$ cat src/rtl/imm_share_arb.sv
// Two-port round-robin arbiter sharing one RV64 immediate decoder, with a
// single registered response slot and valid/ready handshakes on every port.

module imm (
    input  logic [31:0] inst_i,
    output logic [63:0] imm_o
);
    logic [6:0] opcode;

    always_comb begin
        imm_o  = '0;
        opcode = inst_i[6:0];
        case (opcode)
            7'b0110111, 7'b0010111:                       // LUI, AUIPC
                imm_o = {{32{inst_i[31]}}, inst_i[31:12], 12'b0};
            7'b0010011, 7'b0000011, 7'b1100111:           // OP-IMM, LOAD, JALR
                imm_o = {{52{inst_i[31]}}, inst_i[31:20]};
            7'b0100011:                                   // STORE
                imm_o = {{52{inst_i[31]}}, inst_i[31:25], inst_i[11:7]};
            7'b1100011:                                   // BRANCH
                imm_o = {{52{inst_i[31]}}, inst_i[7], inst_i[30:25],
                         inst_i[11:8], 1'b0};
            7'b1101111:                                   // JAL
                imm_o = {{44{inst_i[31]}}, inst_i[19:12], inst_i[20],
                         inst_i[30:21], 1'b0};
            default:
                imm_o = '0;
        endcase
    end
endmodule

module imm_share_arb #(
    parameter int TAG_W = 4
) (
    input  logic             clk,
    input  logic             rst,
    input  logic             flush,
    input  logic             req0_valid,
    output logic             req0_ready,
    input  logic [31:0]      req0_inst,
    input  logic [TAG_W-1:0] req0_tag,
    input  logic             req1_valid,
    output logic             req1_ready,
    input  logic [31:0]      req1_inst,
    input  logic [TAG_W-1:0] req1_tag,
    output logic             rsp_valid,
    input  logic             rsp_ready,
    output logic [63:0]      rsp_imm,
    output logic             rsp_src,
    output logic [TAG_W-1:0] rsp_tag
);
    logic             rsp_valid_q, rsp_valid_d;
    logic [63:0]      rsp_imm_q,   rsp_imm_d;
    logic             rsp_src_q,   rsp_src_d;
    logic [TAG_W-1:0] rsp_tag_q,   rsp_tag_d;
    logic             ptr_q,       ptr_d;

    logic             can_accept;
    logic             acc0, acc1, accept, both_valid;
    logic [31:0]      sel_inst;
    logic [63:0]      dec_imm;

    imm u_imm (
        .inst_i (sel_inst),
        .imm_o  (dec_imm)
    );

    // Each ready is built only from the other port's valid and the pointer,
    // so no requester sees its own valid looped back into its ready.
    always_comb begin
        can_accept = !rst && !flush && (!rsp_valid_q || rsp_ready);
        req0_ready = can_accept && (!req1_valid || !ptr_q);
        req1_ready = can_accept && (!req0_valid ||  ptr_q);
        acc0       = req0_valid && req0_ready;
        acc1       = req1_valid && req1_ready;
        accept     = acc0 || acc1;
        both_valid = req0_valid && req1_valid;
        sel_inst   = acc1 ? req1_inst : req0_inst;
    end

    always_comb begin
        rsp_valid_d = rsp_valid_q;
        rsp_imm_d   = rsp_imm_q;
        rsp_src_d   = rsp_src_q;
        rsp_tag_d   = rsp_tag_q;
        ptr_d       = ptr_q;
        if (accept) begin
            rsp_valid_d = 1'b1;
            rsp_imm_d   = dec_imm;
            rsp_src_d   = acc1;
            rsp_tag_d   = acc1 ? req1_tag : req0_tag;
            if (both_valid) begin
                ptr_d = acc0;
            end
        end else if (flush || rsp_ready) begin
            rsp_valid_d = 1'b0;
        end
    end

    always_ff @(posedge clk) begin
        if (rst) begin
            rsp_valid_q <= 1'b0;
            rsp_imm_q   <= '0;
            rsp_src_q   <= 1'b0;
            rsp_tag_q   <= '0;
            ptr_q       <= 1'b0;
        end else begin
            rsp_valid_q <= rsp_valid_d;
            rsp_imm_q   <= rsp_imm_d;
            rsp_src_q   <= rsp_src_d;
            rsp_tag_q   <= rsp_tag_d;
            ptr_q       <= ptr_d;
        end
    end

    assign rsp_valid = rsp_valid_q;
    assign rsp_imm   = rsp_imm_q;
    assign rsp_src   = rsp_src_q;
    assign rsp_tag   = rsp_tag_q;
endmodule
$ cat config.mk
export PLATFORM = sky130hd
export DESIGN_NAME = imm_share_arb
export DESIGN_NICKNAME = d
export VERILOG_FILES = /design/src/rtl/imm_share_arb.sv
export SDC_FILE = /design/constraint.sdc
export NUM_CORES = 1
export LEC_CHECK = 0
export ABC_AREA = 0
export ABC_CLOCK_PERIOD_IN_PS = 1900
export BUFFER_PORTS_ARGS = -buffer_cell sky130_fd_sc_hd__clkbuf_2
export CORE_MARGIN = 5
export CORE_UTILIZATION = 43
export DETAILED_ROUTE_END_ITERATION = 10
export PLACE_DENSITY = 0.83
export SYNTH_ARGS = -nofsm -noshare
export SYNTH_HDL_FRONTEND = slang
export SYNTH_SLANG_ARGS = --single-unit
export TNS_END_PERCENT = 10
$ cat constraint.sdc
create_clock -name clk -period 1.9 [get_ports clk]
set_input_delay 0.19 -clock clk [delete_from_list [all_inputs] [get_ports clk]]
set_output_delay 0.19 -clock clk [all_outputs]
set_load 0.01 [all_outputs]
Word level (Yosys, flattened, before mapping):

Cells that the tools add are included.

* register bits after elaboration: 71
* latch bits: 0
* RAM bits: 0
* bits in read-only memories: 0
* bits of input ports: 78
* output and inout bits: 72
* memories: 0

* add/sub/neg operators: 0
* multiply operators: 0
* div/mod/pow operators: 0
* magnitude comparators: 0
* eq/ne operators: 8
* shift operators: 0
* mux-type cells: 5
* bitwise operators: 0
* reduce and logical (&&, ||, !) cells: 22

Operators by type and width (number)
* $pmux 64 s5: 1
* $mux 32: 1
* $eq 7x7->1 const B: 3
* $eq 7x5->1 const B: 2
* $eq 7x6->1 const B: 2
* $eq 7x2->1 const B: 1
* $logic_and 1x1->1: 7
* $logic_not 1->1: 6
* $logic_or 1x1->1: 5
* $mux 4: 1
* $reduce_or 3->1: 1
* $mux 1: 2
* $reduce_and 2->1: 1
* $reduce_bool 2->1: 1
* $reduce_or 2->1: 1

Longest topological paths before layout:

Gate-level depths: netlist of the first run.

* depth after elaboration: 9
* gate-level depth with buffers: 9
* depth with buffers taken out: 6

Hierarchy:

From an unflattened synthesis of the first run, not the netlist that was laid out.

* cells, all modules: 492
* area, all modules: 4314.1 µm²

By module, submodules not included
* imm_share_arb: instances 1, cells an instance 394, area an instance 3606.0 µm²
* imm: instances 1, cells an instance 98, area an instance 708.2 µm²

Least setup slack after synthesis of the first run:

OpenSTA, ideal clock, no wires.

* path type: reg-to-reg
* start: reg rsp_valid_q, in the netlist rsp_valid
* end: reg rsp_imm_q[19], in the netlist rsp_imm[19]
* setup time: 0.075 ns
* arrival time: 1.677 ns
* required time: 1.825 ns
* slack: 0.148 ns
* cell stages (with the launch flop): 8
* path buffers: 1
* clock period less this slack: 1.752 ns
* path through: dfxtp_1 -> nor2b_1 -> nor4b_4 -> or3b_1 -> and3_1 -> buf_6 -> a2bb2oi_1 -> a22oi_2

* word-level cells in the longest chain between the ends: 9

RTL lines
* start: declaration: line 52 `logic rsp_valid_q, rsp_valid_d;`
* start signal: assignment: line 108 `rsp_valid_q <= rsp_valid_d;`
* $logic_not 1->1 (*): line 71 `can_accept = !rst && !flush && (!rsp_valid_q || rsp_ready);`
* $logic_or 1x1->1 (*): line 71
* $logic_and 1x1->1 (*): line 71
* $logic_and 1x1->1: line 73 `req1_ready = can_accept && (!req0_valid || ptr_q);`
* $logic_and 1x1->1: line 75 `acc1 = req1_valid && req1_ready;`
* $mux 32: line 78 `sel_inst = acc1 ? req1_inst : req0_inst;`
* $eq 7x5->1, or another cell as far along: line 13 `case (opcode)`
* $reduce_or 3->1 or $reduce_or 2->1 (tied branches): line 13
* $pmux 64 s5: line 13
* end signal: assignment: line 109 `rsp_imm_q <= rsp_imm_d;`
* end: declaration: line 53 `logic [63:0] rsp_imm_q, rsp_imm_d;`

Every way passes the cells marked *; elsewhere a longest branch is shown, timed or not.
A chain may end at the register's enable or synchronous reset.

Worst setup path after layout of the first run:

* start: reg rsp_valid_q, in the netlist rsp_valid
* end: reg rsp_imm_q[17], in the netlist rsp_imm[17]

Same word-level chain as after synthesis.

==> results of run 1 <==
power by group through the flow:
stage               Sequential (mW)  Clock, mW  Combinational (mW)
floorplan                     0.886          0               0.172
global placement              0.873          0               0.333
detailed placement            0.874          0               0.340
CTS                           0.855      0.742               0.343
global route                  0.859      0.768               0.392
finish                        0.856      0.719               0.351
logic make-up (layout without fill, tap and decap cells):
| group | Yosys count | after routing | synth area share [%] |
|---|---|---|---|
| AOI/OAI and AO/OA | 82 | 82 | 22.8 |
| xor gates and xnor gates | 1 | 1 | 0.358 |
| muxes | 26 | 26 | 10.6 |
| and+or+nand+nor | 93 | 93 | 20.0 |
| DFF | 39 | 39 | 31.9 |
| buffers and inverters | 51 | 178 | 14.3 |
cells in the mapped netlist (all sizes together):
library cell	number
buf	40
nor4	3
nor2	24
nand4b	1
o221ai	1
or4b	1
o21ai	27
mux2i	26
or3	3
nand4bb	1
xor2	1
nand2	29
dfxtp	39
a21oi	16
a22oi	10
a211oi	4
a311oi	4
a221oi	1
nand3	11
a311o	1
nor4b	1
o21a	1
clkbuf	7
o22a	1
and3	2
or3b	1
o211ai	2
a2bb2oi	14
nor2b	3
nand2b	3
or2	1
inv	4
nor3	9
cell type report:
type | instances | area share (%)
repair buffers | 166 | 27.2
flip-flops and latches | 39 | 24.0
clock buffers | 6 | 2.53
multi-input cells | 202 | 41.8
inverters | 4 | 0.460
clock inverters | 2 | 1.19
well taps | 72 | 2.76
state kept, by name, indices dropped and copies added (netlist names):
name       flops
rsp_tag        4
rsp_imm       32
ptr_q          1
rsp_valid      1
rsp_src        1
metrics by stage:
stage | util, % | cell area [um2]
finish | 59.3 | 3270
global route | 59.3 | 3270
CTS | 58.4 | 3210
detailed placement | 56.1 | 3090
global placement | 56.1 | 3090
floorplan | - | 2450
routing by layer:
layer / global-route usage, % / vias up / share of wire (%) / routed length (um)
li1: - / 1281 / - / -
met1: 21.3 / 1194 / 39 / 2780
met2: 34.6 / 114 / 50 / 3630
met3: 6.12 / 7 / 10 / 745
met4: 5.04 / 0 / 0.79 / 57
met5: 0 / - / 0 / 0
what timing repair did:
action                                  4_1_cts  5_1_grt
pin swaps                                     0        2
gates resized for setup                       2       12
setup buffers                                 0        0
cloned                                        0        0
endpoints found under the setup margin        8       28
critical path: stages, from the launching register on:
cell     delay, ns
dfxtp_2       0.33
nor2b_4       0.13
nor4b_4       0.26
buf_6         0.18
nand3_1       0.09
o22a_2        0.26
o21ai_4       0.27
a22oi_1       0.14
worst max-delay path by stage:
stage	to	slack (ns)	cells after the start
global route	rsp_imm[9]$_SDFFE_PP0P_	-0.006	8
global placement	rsp_imm[19]$_SDFFE_PP0P_	0.04	7
CTS	rsp_imm[16]$_SDFFE_PP0P_	0.01	7
detailed placement	rsp_imm[19]$_SDFFE_PP0P_	-0.07	8
floorplan	rsp_imm[19]$_SDFFE_PP0P_	0.15	7
finish	rsp_imm[17]$_SDFFE_PP0P_	0.08	7
==> out/results.ini, run 1 <==
[setup_path]
crit_type=reg2reg
r2r_slack_ns=0.08
end_kind=flip-flop
cp-start-kind=flip-flop
r2r_end=rsp_imm[17]$_SDFFE_PP0P_
path_max_fanout=10
worstPathRequired_ns=2.06
r2r-start=rsp_valid$_SDFFE_PP0P_
cp.arrival_ns=1.97
cp-startpoint=rsp_valid$_SDFFE_PP0P_
r2r_cells=7

[route]
drt-wirelength-per-cell_um=14.7
drt-total-wl_um=7210
ant_nets=0
drc=0
dr.first_iter.drc_count=153
viasPerCell=5.29
vias=2596
dr.pass1.iters=4

[timing]
holdWs_ns=0.162
slew-limit-headroom_pct=69.6
drv_slew=0
period_minus_slack_ns=1.82
period_share_pct=95.6
skew_ns=0.00292
setup_violations=0
hold_viol=0
fmax_mhz=551
worstMarginPinSlew_ns=0.456
rsz0062_at_grt=yes
fin_setup_tns_ns=0
worst_slack_ns=0.0837

[power]
p_switching_uw=484
switching_share_pct=25.1
share_comb_of_total_power_pct=18.2
p_int_mw=1.44
pwr-share-seq_pct=44.4
power_leakage_nw=1.54
power_mw=1.93
powerDensity_nw_per_um2=590
pwr-share-clk_pct=37.3
ir_worst_vdd_mv=0.375

[layout]
area_growth_pct=33.4
drive_gt1_share_pct=46.3
multiInputGateArea_um2=1370
fin_cells=491
layout_commonest_cell=clkbuf_2
final_nets=496
num_antenna_cells=0
seq_area_um2=783
nFillCells=500
layout_common_cells=clkbuf_2 (149), dfxtp_1 (37), nand2_1 (29), o21ai_0 (23)

[grt]
overflow=0
antenna_found_initial=0
grt_pass1_wl_um=11600
grt_util_all_layers_pct=19.1
grt_max_degree=34
grt_pass1_vias=2545

[synth]
synth_cells=292
synth.yosys.seq_area_share_pct=31.9
yosys.area.top_type=dfxtp_1
synth.area.top_cells=dfxtp_1 (32%), mux2i_1 (11%), buf_4 (10%), a2bb2oi_1 (5.0%), o21ai_0 (4.7%)
synth.avg_cell_area_um2=8.38
ys_seq_elements=39
syn_area_um2=2450
synth_top_area_share_pct=31.9
yosysUniqueCellTypes=43
ys_warn_count=0
synth_fp_nets=370

[hold_path]
holdCritPathClass=in2reg
hold-path-endpoint=rsp_tag[3]$_SDFFE_PP0P_
min_from=req1_tag[3]
holdPathStages=3

[place]
dp_cells=483
post-place-ws_ns=-0.0661
dpl.hpwl_um=5880
gp_congestion=0.825
io_buffers=149

[die]
rows=27
die_area_um2=7300
start_util_pct=44.4
io_pins=150
coreArea_um2=5510
die_y_um=85.4
dieWidth_um=85.4

[cts]
cts_tree=yes
postCtsHoldBufs=0
clk_pin_slew_worst_paths_ns=0.08
numCtsBuffers=5
clkSinkCount=39
htree_levels=2
clock_latency_ns=0.29
clk_path_buf_depth=2
cts_root_buf=clkbuf_8

[flow_run]
max_cap_viol_count=0

[run_status]
status=finished, final reports clean

(Power assumes the default switching activity.)
==> run 2, diff against run 1 <==
--- a/config.mk
+++ b/config.mk
@@ -9,10 +9,11 @@
 export ABC_CLOCK_PERIOD_IN_PS = 1900
 export BUFFER_PORTS_ARGS = -buffer_cell sky130_fd_sc_hd__clkbuf_2
 export CORE_MARGIN = 5
-export CORE_UTILIZATION = 43
+export CORE_UTILIZATION = 50
 export DETAILED_ROUTE_END_ITERATION = 10
-export PLACE_DENSITY = 0.83
+export PLACE_DENSITY = 0.85
 export SYNTH_ARGS = -nofsm -noshare
 export SYNTH_HDL_FRONTEND = slang
+export SYNTH_HIERARCHICAL = 1
 export SYNTH_SLANG_ARGS = --single-unit
 export TNS_END_PERCENT = 10
==> out/results.ini, run 2 <==
[synth]
ys_warn_count=6  ; was 0
synth.yosys.seq_area_share_pct=32.9  ; was 31.9%
synth-main-ff-cell=dfxtp_1  ; unchanged
yosysUniqueCellTypes=45  ; was 43
syn_area_um2=4310  ; was 2450 um2
synthTopCellsByCount=dfxtp_1 (71), a21oi_1 (68), nand4_1 (65), o31ai_1 (65), clkbuf_1 (48)  ; was dfxtp_1 (39), buf_4 (34), nand2_1 (29)
ys_seq_elements=71  ; was 39
synth_edf_count=0  ; unchanged
synth.area.top_cells=dfxtp_1 (33%), o31ai_1 (11%), mux2_4 (10%), nand4_1 (9.4%), a21oi_1 (7.9%)  ; was dfxtp_1 (32%), mux2i_1 (11%), buf_4 (10%), a2bb2oi_1 (5.0%), o21ai_0 (4.7%)
synth_top_area_share_pct=32.9  ; was 31.9%
synth.avg_cell_area_um2=8.77  ; was 8.38 um2
synthArstFlopShare_pct=0  ; unchanged
synth_cells=492  ; was 292
yosys.area.top_type=dfxtp_1  ; unchanged
synth_fp_nets=570  ; was 370
yosysMostFrequentCell=dfxtp_1  ; unchanged

[grt]
antenna_found_initial=0  ; unchanged
grt_util_all_layers_pct=24.5  ; was 19.1%
overflow=0  ; unchanged
grt_max_degree=77  ; was 34
grt_pass1_vias=4151  ; was 2545
grt_pass1_wl_um=20700  ; was 11600 um

[layout]
fin_cells=707  ; was 491
num_antenna_cells=0  ; unchanged
utilization_pct=64.6  ; was 59.3%
largest_register_ffs=64  ; was 32
layout_commonest_cell=clkbuf_2  ; unchanged
drive_gt1_share_pct=44.2  ; was 46.3%
layout_common_cells=clkbuf_2 (149), dfxtp_1 (70), nand4_1 (65), o31ai_1 (65), a21oi_1 (65)  ; was clkbuf_2 (149), dfxtp_1 (37), nand2_1 (29), o21ai_0 (23)
area_growth_pct=24.2  ; was 33.4%
final_nets=675  ; was 496
fin_area_um2=5360  ; was 3270 um2

[die]
die_area_um2=10600  ; was 7300 um2
coreArea_um2=8300  ; was 5510 um2
rows=33  ; was 27
start_util_pct=52.0  ; was 44.4%
die_y_um=103  ; was 85.4 um
io_pins=150  ; unchanged
dieWidth_um=103  ; was 85.4 um

[timing]
skew_ns=0.00844  ; was 0.00292 ns
period_share_pct=134  ; was 95.6%
rsz0062_at_grt=yes  ; unchanged
period_minus_slack_ns=2.55  ; was 1.82 ns
drv_slew=0  ; unchanged
slew-limit-headroom_pct=44.4  ; was 69.6%
worstMarginPinSlew_ns=0.834  ; was 0.456 ns
fmax_mhz=391  ; was 551 MHz
hold_viol=0  ; unchanged
worst_slack_ns=-0.655  ; was 0.0837 ns
fin_setup_tns_ns=-39.53  ; was 0 ns
setup_violations=66  ; was 0

[cts]
htree_levels=3  ; was 2
clock_latency_ns=0.35  ; was 0.29 ns
clk_path_buf_depth=2  ; unchanged
cts_tree=yes  ; unchanged
clk_pin_slew_worst_paths_ns=0.07  ; was 0.08 ns
cts_root_buf=clkbuf_8  ; unchanged
numCtsBuffers=9  ; was 5
clkSinkCount=71  ; was 39

[route]
dr.pass1.iters=6  ; was 4
drt-total-wl_um=13300  ; was 7210 um
vias=4418  ; was 2596
ant_nets=0  ; unchanged
viasPerCell=6.25  ; was 5.29
wl_met2_um=6600  ; was 3630 um
highest_layer=met4  ; unchanged
wl_met1_um=5490  ; was 2780 um
wl_met3_um=975  ; was 745 um
dr.first_iter.drc_count=339  ; was 153
drc=0  ; unchanged
drt-wirelength-per-cell_um=18.8  ; was 14.7 um

[run_status]
violations=negative setup slack
status=complete, but fails checks  ; was finished, final reports clean

[setup_path]
cp-start-kind=flip-flop  ; unchanged
end_kind=flip-flop  ; unchanged
cp.arrival_ns=2.83  ; was 1.97 ns
crit_type=reg2reg  ; unchanged
r2r_slack_ns=-0.65  ; was 0.08 ns
worstPathRequired_ns=2.17  ; was 2.06 ns
path_max_fanout=11  ; was 10

[place]
gp_congestion=0.887  ; was 0.825
dpl_cell_area_um2=5000  ; was 3090 um2
io_buffers=149  ; unchanged
dp_cells=685  ; was 483
dpl.hpwl_um=8320  ; was 5880 um

[power]
power_leakage_nw=2.44  ; was 1.54 nW
ir_worst_vdd_mv=0.422  ; was 0.375 mV
power_mw=3.57  ; was 1.93 mW
powerDensity_nw_per_um2=667  ; was 590 nW/um2

[flow_run]
max_cap_viol_count=0  ; unchanged

[hold_path]
holdCritPathClass=in2reg  ; unchanged

==> run 2: power by group <==
part           leakage (nW)  internal [mW]  total [mW]  switching, mW
logic                  1.75          0.244       0.570          0.326
registers             0.573           1.50        1.51        0.00945
clock network         0.122          0.903        1.49          0.585
total                  2.44           2.65        3.57          0.920
==> run 2: cell type report <==
| cell class | count | area (um2) |
|---|---|---|
| clock buffer | 10 | 138 |
| timing repair buffer | 186 | 1090 |
| inverter | 3 | 11.3 |
| clock inverter | 6 | 108 |
| multi-input combinational | 326 | 2460 |
| tap | 105 | 131 |
| fill | 674 | 2940 |
| sequential | 71 | 1420 |
==> run 2: stage by stage <==
step	hold slack [ns]	setup slack (ns)
floorplan	0.263	-1.05
global placement	0.439	-0.793
detailed placement	0.445	-0.881
CTS	0.0687	-0.609
global route	0.0689	-0.730
finish	0.0747	-0.655
==> run 2: logic make-up (layout without fill, tap and decap cells) <==
| logic type | Yosys count | after routing | synth area share (%) |
|---|---|---|---|
| AOI/OAI and AO/OA | 178 | 180 | 27.3 |
| buffers and inverters | 98 | 205 | 12.5 |
| DFF | 71 | 71 | 32.9 |
| muxes | 33 | 33 | 11.1 |
| and+or+nand+nor | 112 | 113 | 16.2 |
==> run 2: what timing repair did <==
item | in CTS | in global routing
gates cloned | 3 | 1
resized for setup | 6 | 13
buffers inserted | 0 | 2
setup endpoints to repair | 66 | 68
pin swaps | 4 | 1
hold buffers | 0 | 0
==> run 2: per-layer routing <==
layer / global-route usage, % / vias up
met5: 0 / -
met4: 6.87 / 0
met3: 5.62 / 20
met2: 40.9 / 200
met1: 31.7 / 2116
li1: - / 2082
==> run 2: worst max-delay path: stages, from the launching register on <==
cell	delay (ns)
dfxtp_2	0.32
nor2b_4	0.13
or4_4	0.57
mux2_4	0.34
and3b_2	0.28
and4b_4	0.32
buf_6	0.16
a21o_1	0.11
nand4_1	0.09
a21oi_1	0.16
==> run 2: path summary, 6_finish.rpt <==
path | from | end | depth (start not counted)
setup / recovery | rsp_valid$_SDFFE_PP0P_ | rsp_imm[29]$_SDFFE_PP0P_ | 9
hold / removal | flush | rsp_valid$_SDFFE_PP0P_ | 2
setup reg to reg | rsp_valid$_SDFFE_PP0P_ | rsp_imm[29]$_SDFFE_PP0P_ | 9
hold reg to reg | rsp_imm[63]$_SDFFE_PP0P_ | rsp_imm[63]$_SDFFE_PP0P_ | 2
